### src/rtl/cnn_pkg.sv
// Shared types and sizing for the CNN sliding-window generator.
// Latency: n/a (package).
// Backpressure: n/a (package).
//
// Holds pixel/window types, the window-generator state enum, and helpers
// that clamp a requested frame dimension into the legal range K..MAX.
package cnn_pkg;

    localparam int DATA_W    = 16;
    localparam int K         = 5;
    localparam int IMG_W_MAX = 32;
    localparam int IMG_H_MAX = 32;

    localparam int DIM_W_W = $clog2(IMG_W_MAX + 1);  // img_w port width
    localparam int DIM_H_W = $clog2(IMG_H_MAX + 1);  // img_h port width
    localparam int COL_W   = $clog2(IMG_W_MAX);      // column counter / line-buffer address
    localparam int ROW_W   = $clog2(IMG_H_MAX);      // row counter

    typedef logic signed [DATA_W-1:0] pixel_t;
    typedef pixel_t window_t [K][K];

    typedef enum logic [1:0] {
        IDLE,
        RUN,
        FLUSH
    } wingen_state_e;

    // Clamp a requested width to K..IMG_W_MAX and return the last column index.
    function automatic logic [COL_W-1:0] last_col(input logic [DIM_W_W-1:0] w);
        logic [DIM_W_W-1:0] v;
        if (w < DIM_W_W'(K))              v = DIM_W_W'(K);
        else if (w > DIM_W_W'(IMG_W_MAX)) v = DIM_W_W'(IMG_W_MAX);
        else                              v = w;
        v = v - DIM_W_W'(1);
        return v[COL_W-1:0];
    endfunction

    // Clamp a requested height to K..IMG_H_MAX and return the last row index.
    function automatic logic [ROW_W-1:0] last_row(input logic [DIM_H_W-1:0] h);
        logic [DIM_H_W-1:0] v;
        if (h < DIM_H_W'(K))              v = DIM_H_W'(K);
        else if (h > DIM_H_W'(IMG_H_MAX)) v = DIM_H_W'(IMG_H_MAX);
        else                              v = h;
        v = v - DIM_H_W'(1);
        return v[ROW_W-1:0];
    endfunction

endpackage

### src/rtl/cnn_line_buffer.sv
// One feature-map row of storage, depth IMG_W_MAX, one read + one write at the same address.
// Latency: read is combinational; a write lands on the next rising edge (read-before-write).
// Backpressure: none; the caller gates we_i with its own handshake.
//
// Ports:
//   clk_i   clock
//   we_i    write enable (pixel accepted this cycle)
//   addr_i  column address shared by read and write
//   wdat_i  pixel written at addr_i
//   rdat_o  pixel currently stored at addr_i (old value during a write)
// Contents are not reset; every location is written before it is ever used.
module cnn_line_buffer
    import cnn_pkg::*;
(
    input  logic               clk_i,
    input  logic               we_i,
    input  logic [COL_W-1:0]   addr_i,
    input  logic [DATA_W-1:0]  wdat_i,
    output logic [DATA_W-1:0]  rdat_o
);

    pixel_t mem_q [IMG_W_MAX];

    assign rdat_o = mem_q[addr_i];

    always_ff @(posedge clk_i) begin
        if (we_i) begin
            mem_q[addr_i] <= wdat_i;
        end
    end

endmodule

### src/rtl/cnn_window_gen.sv
// KxK sliding-window generator: raster pixel stream in, every KxK window out in raster order.
// Latency: a window appears 1 cycle after the pixel that completes it is accepted.
// Backpressure: in_ready_o drops while a window is held unaccepted; 1 pixel/cycle otherwise.
//
// Ports:
//   clk_i, rst_ni          clock, asynchronous active-low reset
//   start_i                frame start pulse; latches img_w_i/img_h_i (clamped) when idle
//   img_w_i, img_h_i       frame dimensions
//   in_valid_i/in_ready_o  pixel handshake, in_data_i pixel
//   win_valid_o/win_ready_i window handshake; win_data_o packed window, element (i,j) at
//                          [(i*K+j)*DATA_W +: DATA_W]; win_row_o/win_col_o window origin
//   done_o                 one-cycle pulse when the frame is fully drained
//   cfg_stride2_i          only with CNN_WINGEN_STRIDE2_EN: emit even-origin windows only
// Optional build macro: CNN_WINGEN_STRIDE2_EN (adds cfg_stride2_i, latched on start).
module cnn_window_gen
    import cnn_pkg::*;
(
    input  logic                   clk_i,
    input  logic                   rst_ni,
    input  logic                   start_i,
    input  logic [DIM_W_W-1:0]     img_w_i,
    input  logic [DIM_H_W-1:0]     img_h_i,
`ifdef CNN_WINGEN_STRIDE2_EN
    input  logic                   cfg_stride2_i,
`endif
    input  logic                   in_valid_i,
    output logic                   in_ready_o,
    input  logic [DATA_W-1:0]      in_data_i,
    output logic                   win_valid_o,
    input  logic                   win_ready_i,
    output logic [K*K*DATA_W-1:0]  win_data_o,
    output logic [ROW_W-1:0]       win_row_o,
    output logic [COL_W-1:0]       win_col_o,
    output logic                   done_o
);

    wingen_state_e     state_q;
    logic [ROW_W-1:0]  row_q, row_d;
    logic [COL_W-1:0]  col_q, col_d;
    logic [ROW_W-1:0]  h_last_q;
    logic [COL_W-1:0]  w_last_q;
    window_t           win_q;
    logic              win_valid_q;
    logic [ROW_W-1:0]  win_row_q;
    logic [COL_W-1:0]  win_col_q;
    logic              done_q;
`ifdef CNN_WINGEN_STRIDE2_EN
    logic              stride2_q;
`endif

    logic              accept;
    logic              last_px;
    logic              emit_ok;
    logic [ROW_W-1:0]  org_row;
    logic [COL_W-1:0]  org_col;
    pixel_t            lb_rd  [K-1];
    pixel_t            new_col[K];

    // A pending window blocks new pixels only if it is not being taken this cycle.
    assign in_ready_o = (state_q == RUN) && (!win_valid_q || win_ready_i);
    assign accept     = in_valid_i && in_ready_o;
    assign last_px    = (row_q == h_last_q) && (col_q == w_last_q);
    assign org_row    = row_q - ROW_W'(K - 1);
    assign org_col    = col_q - COL_W'(K - 1);

    // Columns c < K-1 still hold the tail of the previous row, so they never emit.
    always_comb begin
        emit_ok = (row_q >= ROW_W'(K - 1)) && (col_q >= COL_W'(K - 1));
`ifdef CNN_WINGEN_STRIDE2_EN
        if (stride2_q && (org_row[0] || org_col[0])) begin
            emit_ok = 1'b0;
        end
`endif
    end

    // Raster counters; both wrap to zero after the final pixel.
    always_comb begin
        col_d = col_q + COL_W'(1);
        row_d = row_q;
        if (col_q == w_last_q) begin
            col_d = '0;
            row_d = (row_q == h_last_q) ? '0 : row_q + ROW_W'(1);
        end
    end

    // Line buffer 0 holds row r-1, buffer K-2 holds row r-K+1; each one
    // passes its old value up to the next on every accepted pixel.
    for (genvar g = 0; g < K - 1; g++) begin : g_lb
        pixel_t wd;
        if (g == 0) begin : g_first
            assign wd = in_data_i;
        end else begin : g_rest
            assign wd = lb_rd[g-1];
        end
        cnn_line_buffer u_lb (
            .clk_i  (clk_i),
            .we_i   (accept),
            .addr_i (col_q),
            .wdat_i (wd),
            .rdat_o (lb_rd[g])
        );
    end

    // Incoming right-hand column, top (oldest row) to bottom (current pixel).
    always_comb begin
        new_col[K-1] = in_data_i;
        for (int i = 0; i < K - 1; i++) begin
            new_col[i] = lb_rd[K-2-i];
        end
    end

    always_comb begin
        win_data_o = '0;
        for (int i = 0; i < K; i++) begin
            for (int j = 0; j < K; j++) begin
                win_data_o[(i*K+j)*DATA_W +: DATA_W] = win_q[i][j];
            end
        end
    end

    assign win_valid_o = win_valid_q;
    assign win_row_o   = win_row_q;
    assign win_col_o   = win_col_q;
    assign done_o      = done_q;

    always_ff @(posedge clk_i or negedge rst_ni) begin
        if (!rst_ni) begin
            state_q     <= IDLE;
            row_q       <= '0;
            col_q       <= '0;
            h_last_q    <= '0;
            w_last_q    <= '0;
            win_valid_q <= 1'b0;
            win_row_q   <= '0;
            win_col_q   <= '0;
            done_q      <= 1'b0;
`ifdef CNN_WINGEN_STRIDE2_EN
            stride2_q   <= 1'b0;
`endif
            for (int i = 0; i < K; i++) begin
                for (int j = 0; j < K; j++) begin
                    win_q[i][j] <= '0;
                end
            end
        end else begin
            done_q <= 1'b0;
            if (win_valid_q && win_ready_i) begin
                win_valid_q <= 1'b0;
            end

            case (state_q)
                IDLE: begin
                    if (start_i) begin
                        w_last_q <= last_col(img_w_i);
                        h_last_q <= last_row(img_h_i);
                        row_q    <= '0;
                        col_q    <= '0;
`ifdef CNN_WINGEN_STRIDE2_EN
                        stride2_q <= cfg_stride2_i;
`endif
                        state_q  <= RUN;
                    end
                end

                RUN: begin
                    if (accept) begin
                        for (int i = 0; i < K; i++) begin
                            for (int j = 0; j < K - 1; j++) begin
                                win_q[i][j] <= win_q[i][j+1];
                            end
                            win_q[i][K-1] <= new_col[i];
                        end
                        row_q <= row_d;
                        col_q <= col_d;
                        // Overrides the handshake clear above when a new window loads.
                        if (emit_ok) begin
                            win_valid_q <= 1'b1;
                            win_row_q   <= org_row;
                            win_col_q   <= org_col;
                        end
                        if (last_px) begin
                            state_q <= FLUSH;
                        end
                    end
                end

                FLUSH: begin
                    if (!win_valid_q || win_ready_i) begin
                        state_q <= IDLE;
                        done_q  <= 1'b1;
                    end
                end

                default: state_q <= IDLE;
            endcase
        end
    end

endmodule

### config.mk
export PLATFORM = sky130hd
export DESIGN_NAME = cnn_window_gen
export DESIGN_NICKNAME = d
export VERILOG_FILES = /design/src/rtl/cnn_pkg.sv /design/src/rtl/cnn_line_buffer.sv /design/src/rtl/cnn_window_gen.sv
export SDC_FILE = /design/constraint.sdc
export NUM_CORES = 2
export LEC_CHECK = 0
export ABC_AREA = 0
export BUFFER_PORTS_ARGS = -buffer_cell sky130_fd_sc_hd__buf_4
export CORE_ASPECT_RATIO = 0.5
export CORE_MARGIN = 5
export CORE_UTILIZATION = 34
export CTS_CLUSTER_DIAMETER = 200
export CTS_CLUSTER_SIZE = 25
export DETAILED_ROUTE_END_ITERATION = 8
export GPL_TIMING_DRIVEN = 0
export MAX_ROUTING_LAYER = met4
export PLACE_DENSITY = 0.55
export SETUP_SLACK_MARGIN = 0.5
export SYNTH_ARGS = -nofsm -noshare
export SYNTH_HDL_FRONTEND = slang
export SYNTH_SLANG_ARGS = --single-unit
### constraint.sdc
create_clock -name clk_i -period 6.65 [get_ports clk_i]
set_input_delay 0.9975 -clock clk_i [delete_from_list [all_inputs] [get_ports clk_i]]
set_output_delay 0.9975 -clock clk_i [all_outputs]
set_load 0.01 [all_outputs]
=== After elaboration in Yosys (flattened, before gate mapping) ===
Memories as Yosys holds them, arrays and structs flattened. A register that Yosys moved wholly into a read port is not among the register bits.
Cells that the tools add are included.

* Add/sub/neg operators: 6
* Multipliers: 0
* Div/mod/pow operators: 0
* Magnitude comparators: 6
* Eq/ne operators: 9
* Shift-type cells: 0
* Muxes and demuxes: 29
* Bitwise logic cells: 0
* Reductions and logical operators: 16

{| class="wikitable"
|+ Operators with widths
! operator !! count
|-
| $mux W5 || 14
|-
| $pmux W5 S2 || 2
|-
| $gt A6 B6 Y1 const B || 2
|-
| $lt A6 B3 Y1 const B || 2
|-
| $add A5 B1 Y5 const B || 2
|-
| $eq A5 B5 Y1 || 2
|-
| $ge A5 B3 Y1 const B || 2
|-
| $sub A5 B1 Y5 const B || 2
|-
| $sub A5 B3 Y5 const B || 2
|-
| $mux W1 || 8
|-
| $mux W2 || 4
|-
| $ne A2 B2 Y1 const B || 4
|-
| $reduce_and A4 Y1 || 2
|-
| $pmux W2 S3 || 1
|-
| $reduce_and A3 Y1 || 2
|-
| $logic_and A1 B1 Y1 || 5
|-
| $reduce_and A2 Y1 || 2
|-
| $eq A2 B1 Y1 const B || 1
|-
| $eq A2 B2 Y1 const B || 1
|-
| $logic_not A1 Y1 || 2
|-
| $logic_not A2 Y1 || 1
|-
| $ne A2 B1 Y1 const B || 1
|-
| $reduce_bool A2 Y1 || 1
|-
| $logic_or A1 B1 Y1 || 1
|}

* Bits in registers: 418
* Bits in latches: 0
* RAM bits: 2048
* Bits in read-only memories: 0
* Input bits: 33
* Output and inout port bits: 413
* Word-level logic and storage cells: 103
* Memories: 4

{| class="wikitable"
|+ Memory list
! name !! words !! width !! read ports !! clocked after memory_dff !! write ports !! RTL line !! RTL
|-
| g_lb[0].u_lb.mem_q || 32 || 16 || 1 || 0 || 1 || cnn_line_buffer.sv:22 || <nowiki>pixel_t mem_q [IMG_W_MAX];</nowiki>
|-
| g_lb[1].u_lb.mem_q || 32 || 16 || 1 || 0 || 1 || cnn_line_buffer.sv:22 ||
|-
| g_lb[2].u_lb.mem_q || 32 || 16 || 1 || 0 || 1 || cnn_line_buffer.sv:22 ||
|-
| g_lb[3].u_lb.mem_q || 32 || 16 || 1 || 1 || 1 || cnn_line_buffer.sv:22 ||
|}

=== Logic depth before layout (Yosys ltp) ===
* Word-level depth: 6
* Gate-level depth with buffers: 11
* Mapped depth without buffers: 7

=== Cells and area by module ===
From an unflattened synthesis, not the netlist that was laid out.

* Cell total of the unflattened synthesis: 6155
* Area, all modules: 95731.8 µm²

{| class="wikitable"
|+ Modules (own cells, without submodules)
! module !! times used !! cells an instance !! area each (µm²) !! sequential area each (µm²)
|-
| cnn_line_buffer at g_lb[1].u_lb ... || 3 || 1070 || 19728.9 || 15374.7
|-
| cnn_line_buffer at g_lb[0].u_lb || 1 || 1070 || 19738.9 || 15374.7
|-
| cnn_window_gen || 1 || 1875 || 16806.1 || 10860.4
|}

=== Worst setup path before layout ===
No wires, ideal clock.

* Kind: in2reg
* Start point: input port win_ready_i
* End point: memory g_lb[0].u_lb.mem_q[17][0] (netlist name), enable pin
* Setup time: 487 ps
* Data arrival time: 4732 ps
* Required time: 6163 ps
* Path slack: 1432 ps
* Stages on the path: 7
* Buffers on the path: 3
* Path through: nand2b_1 -> and3_1 -> clkbuf_1 -> buf_2 -> clkbuf_1 -> nand2_1 -> nor2_1

* Cells in the longest elaborated chain, start to end: 5

{| class="wikitable"
|+ RTL lines
! what !! RTL line !! RTL
|-
| start, declared || cnn_window_gen.sv:30 || <nowiki>input logic win_ready_i,</nowiki>
|-
| $logic_or A1 B1 Y1 || cnn_window_gen.sv:60 || <nowiki>assign in_ready_o = (state_q == RUN) && (!win_valid_q || win_ready_i);</nowiki>
|-
| $logic_and A1 B1 Y1 || cnn_window_gen.sv:60 ||
|-
| $logic_and A1 B1 Y1 || cnn_window_gen.sv:61 || <nowiki>assign accept = in_valid_i && in_ready_o;</nowiki>
|-
| $mux W1 || cnn_line_buffer.sv:27 || <nowiki>if (we_i) begin</nowiki>
|-
| $mux W1 (implied by the code) || cnn_line_buffer.sv:28 || <nowiki>mem_q[addr_i] <= wdat_i;</nowiki>
|-
| end, declared || cnn_line_buffer.sv:22 ||
|}

Every way passes these cells.

=== Worst setup path after layout ===
* Start point: register col_q[1]
* End point: memory g_lb[3].u_lb.mem_q[24][8] (netlist name) (data pin)

* Cells in the longest elaborated chain, start to end: 1

{| class="wikitable"
|+ RTL lines
! what !! RTL line !! RTL
|-
| start, declared || cnn_window_gen.sv:39 || <nowiki>logic [COL_W-1:0] col_q, col_d;</nowiki>
|-
| start signal, assigned || cnn_window_gen.sv:174 || <nowiki>col_q <= col_d;</nowiki>
|-
| $mem_v2 Z32 W16 || - ||
|-
| named net g_lb[2].u_lb.rdat_o[8] || cnn_line_buffer.sv:19 || <nowiki>output logic [DATA_W-1:0] rdat_o</nowiki>
|-
| end, declared || cnn_line_buffer.sv:22 ||
|}

The timed path passes the listed nets, and every way through them passes these cells.

==> run summary <==
LOGIC SYNTHESIS
------------------------------------------------------------------------------------
Synth cell count leaders                                                2048 x edfxtp_1, 1105 x nand2_1, 902 x mux2i_1
Cell taking the most area after synthesis                                   edfxtp_1
Proportion of netlist area held by the largest area contributor                65.2%
Main area contributors after synthesis                                  edfxtp_1 65%, dfrtp_1 12%, mux2i_1 9.6%
Cell area after synthesis                                                94400 sq um
Share of flip-flops with an asynchronous set or reset                          17.5%
Most instantiated library cell after synthesis                              edfxtp_1
Number of nets produced by synthesis                                            5864
Number of enable-type register cells in the synthesized netlist                 2048
Total number of yosys warnings                                                     0
Number of flip-flops and latches in the synthesized netlist                     2482
Sequential fraction of the synthesis area                                      76.7%
Post-Synthesis Cells                                                            5817
Post-synthesis average cell area                                          16.2 sq um
Cell variety after synth                                                          57
Commonest register cell after synthesis                                     edfxtp_1

CLOCKING
------------------------------------------------------------------------------------
Resize count post-CTS                                                              0
Number of buffers created by CTS                                                 109
Clock tree sinks                                                                2482
Clock tree buffer depth                                                            3
Number of buffers inserted by post-CTS setup repair                                0
Clock tree from TritonCTS                                                       done
CTS H-Tree Depth                                                                   3
Number of buffers inserted for hold repair after clock tree synthesis              0
Clock slew at reported path FFs                                              0.11 ns
CTS Root Buffer Type                                                       clkbuf_16
Clock latency on the worst-skew pair                                         0.81 ns

PLACE
------------------------------------------------------------------------------------
HPWL after detailed placement                                           231000 microns
Port-buffer cells                                                                445
RD Place Congestion                                                            0.861
Total cell area at the placement stage                                  105000 sq um
Post-placement cell count                                                      10000

TIMING
------------------------------------------------------------------------------------
Final slew viol count                                                             23
Max Freq                                                                     163 MHz
Final Hold Fails                                                                   0
Final setup fails                                                                  0
Hold WS                                                                    0.0953 ns
Slew Limit Headroom                                                           -1.86%
Pin slew with the least headroom to its limit                                1.53 ns
Skew final                                                                 0.0395 ns
Min Clock Period, post-route                                                 6.12 ns
Final worst path period share                                                  92.0%
RSZ-0062 raised after global routing                                           false

ROUTING
------------------------------------------------------------------------------------
Number of routed nets with antenna violations                                      0
Final WL                                                                335000 microns
Residual DRC                                                                       0
Via/cell ratio                                                                  5.54
Total via count after detailed routing                                         56700
Number of DRC markers in iteration 0                                            8867
Wire length per cell                                                    32.8 microns
First-pass iteration count of the detailed router                                  8

WORST SETUP PATH
------------------------------------------------------------------------------------
Category of the critical setup timing path                                   reg2reg
Required time at the worst-slack endpoint                                    6.82 ns
Longest individual stage delay on the worst path                             1.17 ns
Category of the worst setup path capture point                                  flop
Crit path max-delay cell type                                                nand2_1
Critical path launch point type                                                 flop
Crit path cell chain                                                    buf_4 > inv_2 > nand4_1 > clkbuf_1 > o22ai_1 > nor4_1 > nand2_1
Max FO, Critical Path                                                             32
Worst Path Arrival                                                           6.29 ns

POWER
------------------------------------------------------------------------------------
Total power                                                                 0.0513 W
Power per standard cell area                                             474 nW/um^2
Maximum vdd drop                                                          0.000399 V
Cell leakage power                                                           39.5 nW

LAYOUT
------------------------------------------------------------------------------------
Final design area excluding fillers                                     108000 sq um
Post-layout utilization of the core                                            39.3%
Nets                                                                            6539
Fraction of layout instances using a drive strength above 1                    15.4%
Fill cell instance count of the final layout                                   25200
Non-filler instance count after layout                                         10200
Growth of design area from synthesis to finish                                 14.8%

DIE
------------------------------------------------------------------------------------
Die Span X                                                               755 microns
Number of cell rows                                                              136
Effective utilization at floorplan                                             34.3%
Number of top-level pins                                                         446
Floorplan die area                                                      289000 sq um
Vert. Die Dim                                                            383 microns
Placeable core region                                                   275000 sq um

GLOBAL ROUTE
------------------------------------------------------------------------------------
GRT Resource Usage Total                                                       23.2%
First-pass GRT wire length                                              451000 microns
Maximum number of pins on one net before global-route repair                      99
Number of antenna violations at the first check in global routing                 21
Number of global-route vias before repair                                      52100
Global route overflow                                                              0

WORST HOLD PATH
------------------------------------------------------------------------------------
Worst min-delay path category                                               in2async

FLOW RUN
------------------------------------------------------------------------------------
Max-cap violation count                                                            3

STATUS
------------------------------------------------------------------------------------
Violations in the final reports                                         capacitance limit, slew limit
Run status                                                              complete, but fails checks

## path summary, 6_finish.rpt
| check | start | to | slack [ns] | depth (start not counted) |
|---|---|---|---|---|
| worst min register to register | win_data_o[160]$_DFFE_PN0P_ | win_data_o[160]$_DFFE_PN0P_ | 0.49 | 2 |
| worst max register to register | col_q[1]$_DFFE_PN0P_ | g_lb[3].u_lb.mem_q[24][8]$_DFFE_PP_ | 0.53 | 7 |
| min in group clk_i | win_ready_i | done_o$_DFF_PN0_ | 0.45 | 3 |
| max in group asynchronous | rst_ni | win_data_o[16]$_DFFE_PN0P_ | 4.46 | 4 |
| worst max-delay path | col_q[1]$_DFFE_PN0P_ | g_lb[3].u_lb.mem_q[24][8]$_DFFE_PP_ | 0.53 | 7 |
| worst min-delay path | rst_ni | win_data_o[198]$_DFFE_PN0P_ | 0.1 | 1 |
## cell type report
type / instances / area, sq um / share of cell area, %
repair buffers: 564 / 5890 / 5.43
plain buffers: 318 / 1620 / 1.50
well taps: 3657 / 4580 / 4.22
multi-input cells: 3002 / 20600 / 19.0
clock buffers: 184 / 3090 / 2.86
diodes: 10 / 25.0 / 0.0231
flip-flops and latches: 2482 / 72400 / 66.8
clock inverters: 5 / 106 / 0.0982
inverters: 15 / 56.3 / 0.0520
## layer usage
layer / part of all wire [%] / track usage [%] / up-vias
met1: 42 / 32.4 / 30000
met5: 0 / - / -
met2: 45 / 34.6 / 2861
li1: - / - / 23400
met4: 3.1 / 6.03 / 0
met3: 9.8 / 4.58 / 476
## placed cells by master, fill, tap and decap left out, types with 102 or more instances in the layout
master,count
buf_2,171
buf_4,469
clkbuf_1,161
clkbuf_16,113
dfrtp_1,434
edfxtp_1,2048
mux2i_1,902
nand2_1,1100
nor4_1,102
o22ai_1,421
## registers in the layout (all words and copies together), names as in the netlist
signal	cells
state_q	2
done_o	1
g_lb.u_lb.mem_q	2048
win_col_o	5
win_row_o	5
row_q	5
h_last_q	5
win_valid_o	1
win_data_o	400
col_q	5
w_last_q	5
## report_power, final
group | switching (W) | internal [W]
sequential | 0.00181 | 0.0231
combinational | 0.0132 | 0.00510
clock | 0.00493 | 0.00323
## cell families after synthesis
family | count (synthesis) | synth area share (%)
multiplexers | 967 | 11.1
AO/OA/AOI/OAI | 591 | 4.02
buffers and inverters | 333 | 1.77
XOR/XNOR | 14 | 0.130
flip-flops | 2482 | 76.7
adder cells (fa/ha/maj) | 14 | 0.186
AND/OR/NAND/NOR | 1416 | 6.13
## through the flow
stage                     setup slack [ns]   TNS, ns
final                                0.531         0
after floorplan                       1.43         0
after detailed placement             0.840         0
after global routing                 0.591         0
after global placement               -5.62  -9779.24
after CTS                            0.806         0
## critical path, delay by kind of cell, from the launching register on
family	cells	cell delay, ns
compound gates	1	0.19
buf+inv	3	1.51
flops	1	0.63
simple gates	3	3.07
Note: power is estimated with default switching activity, not from simulation.
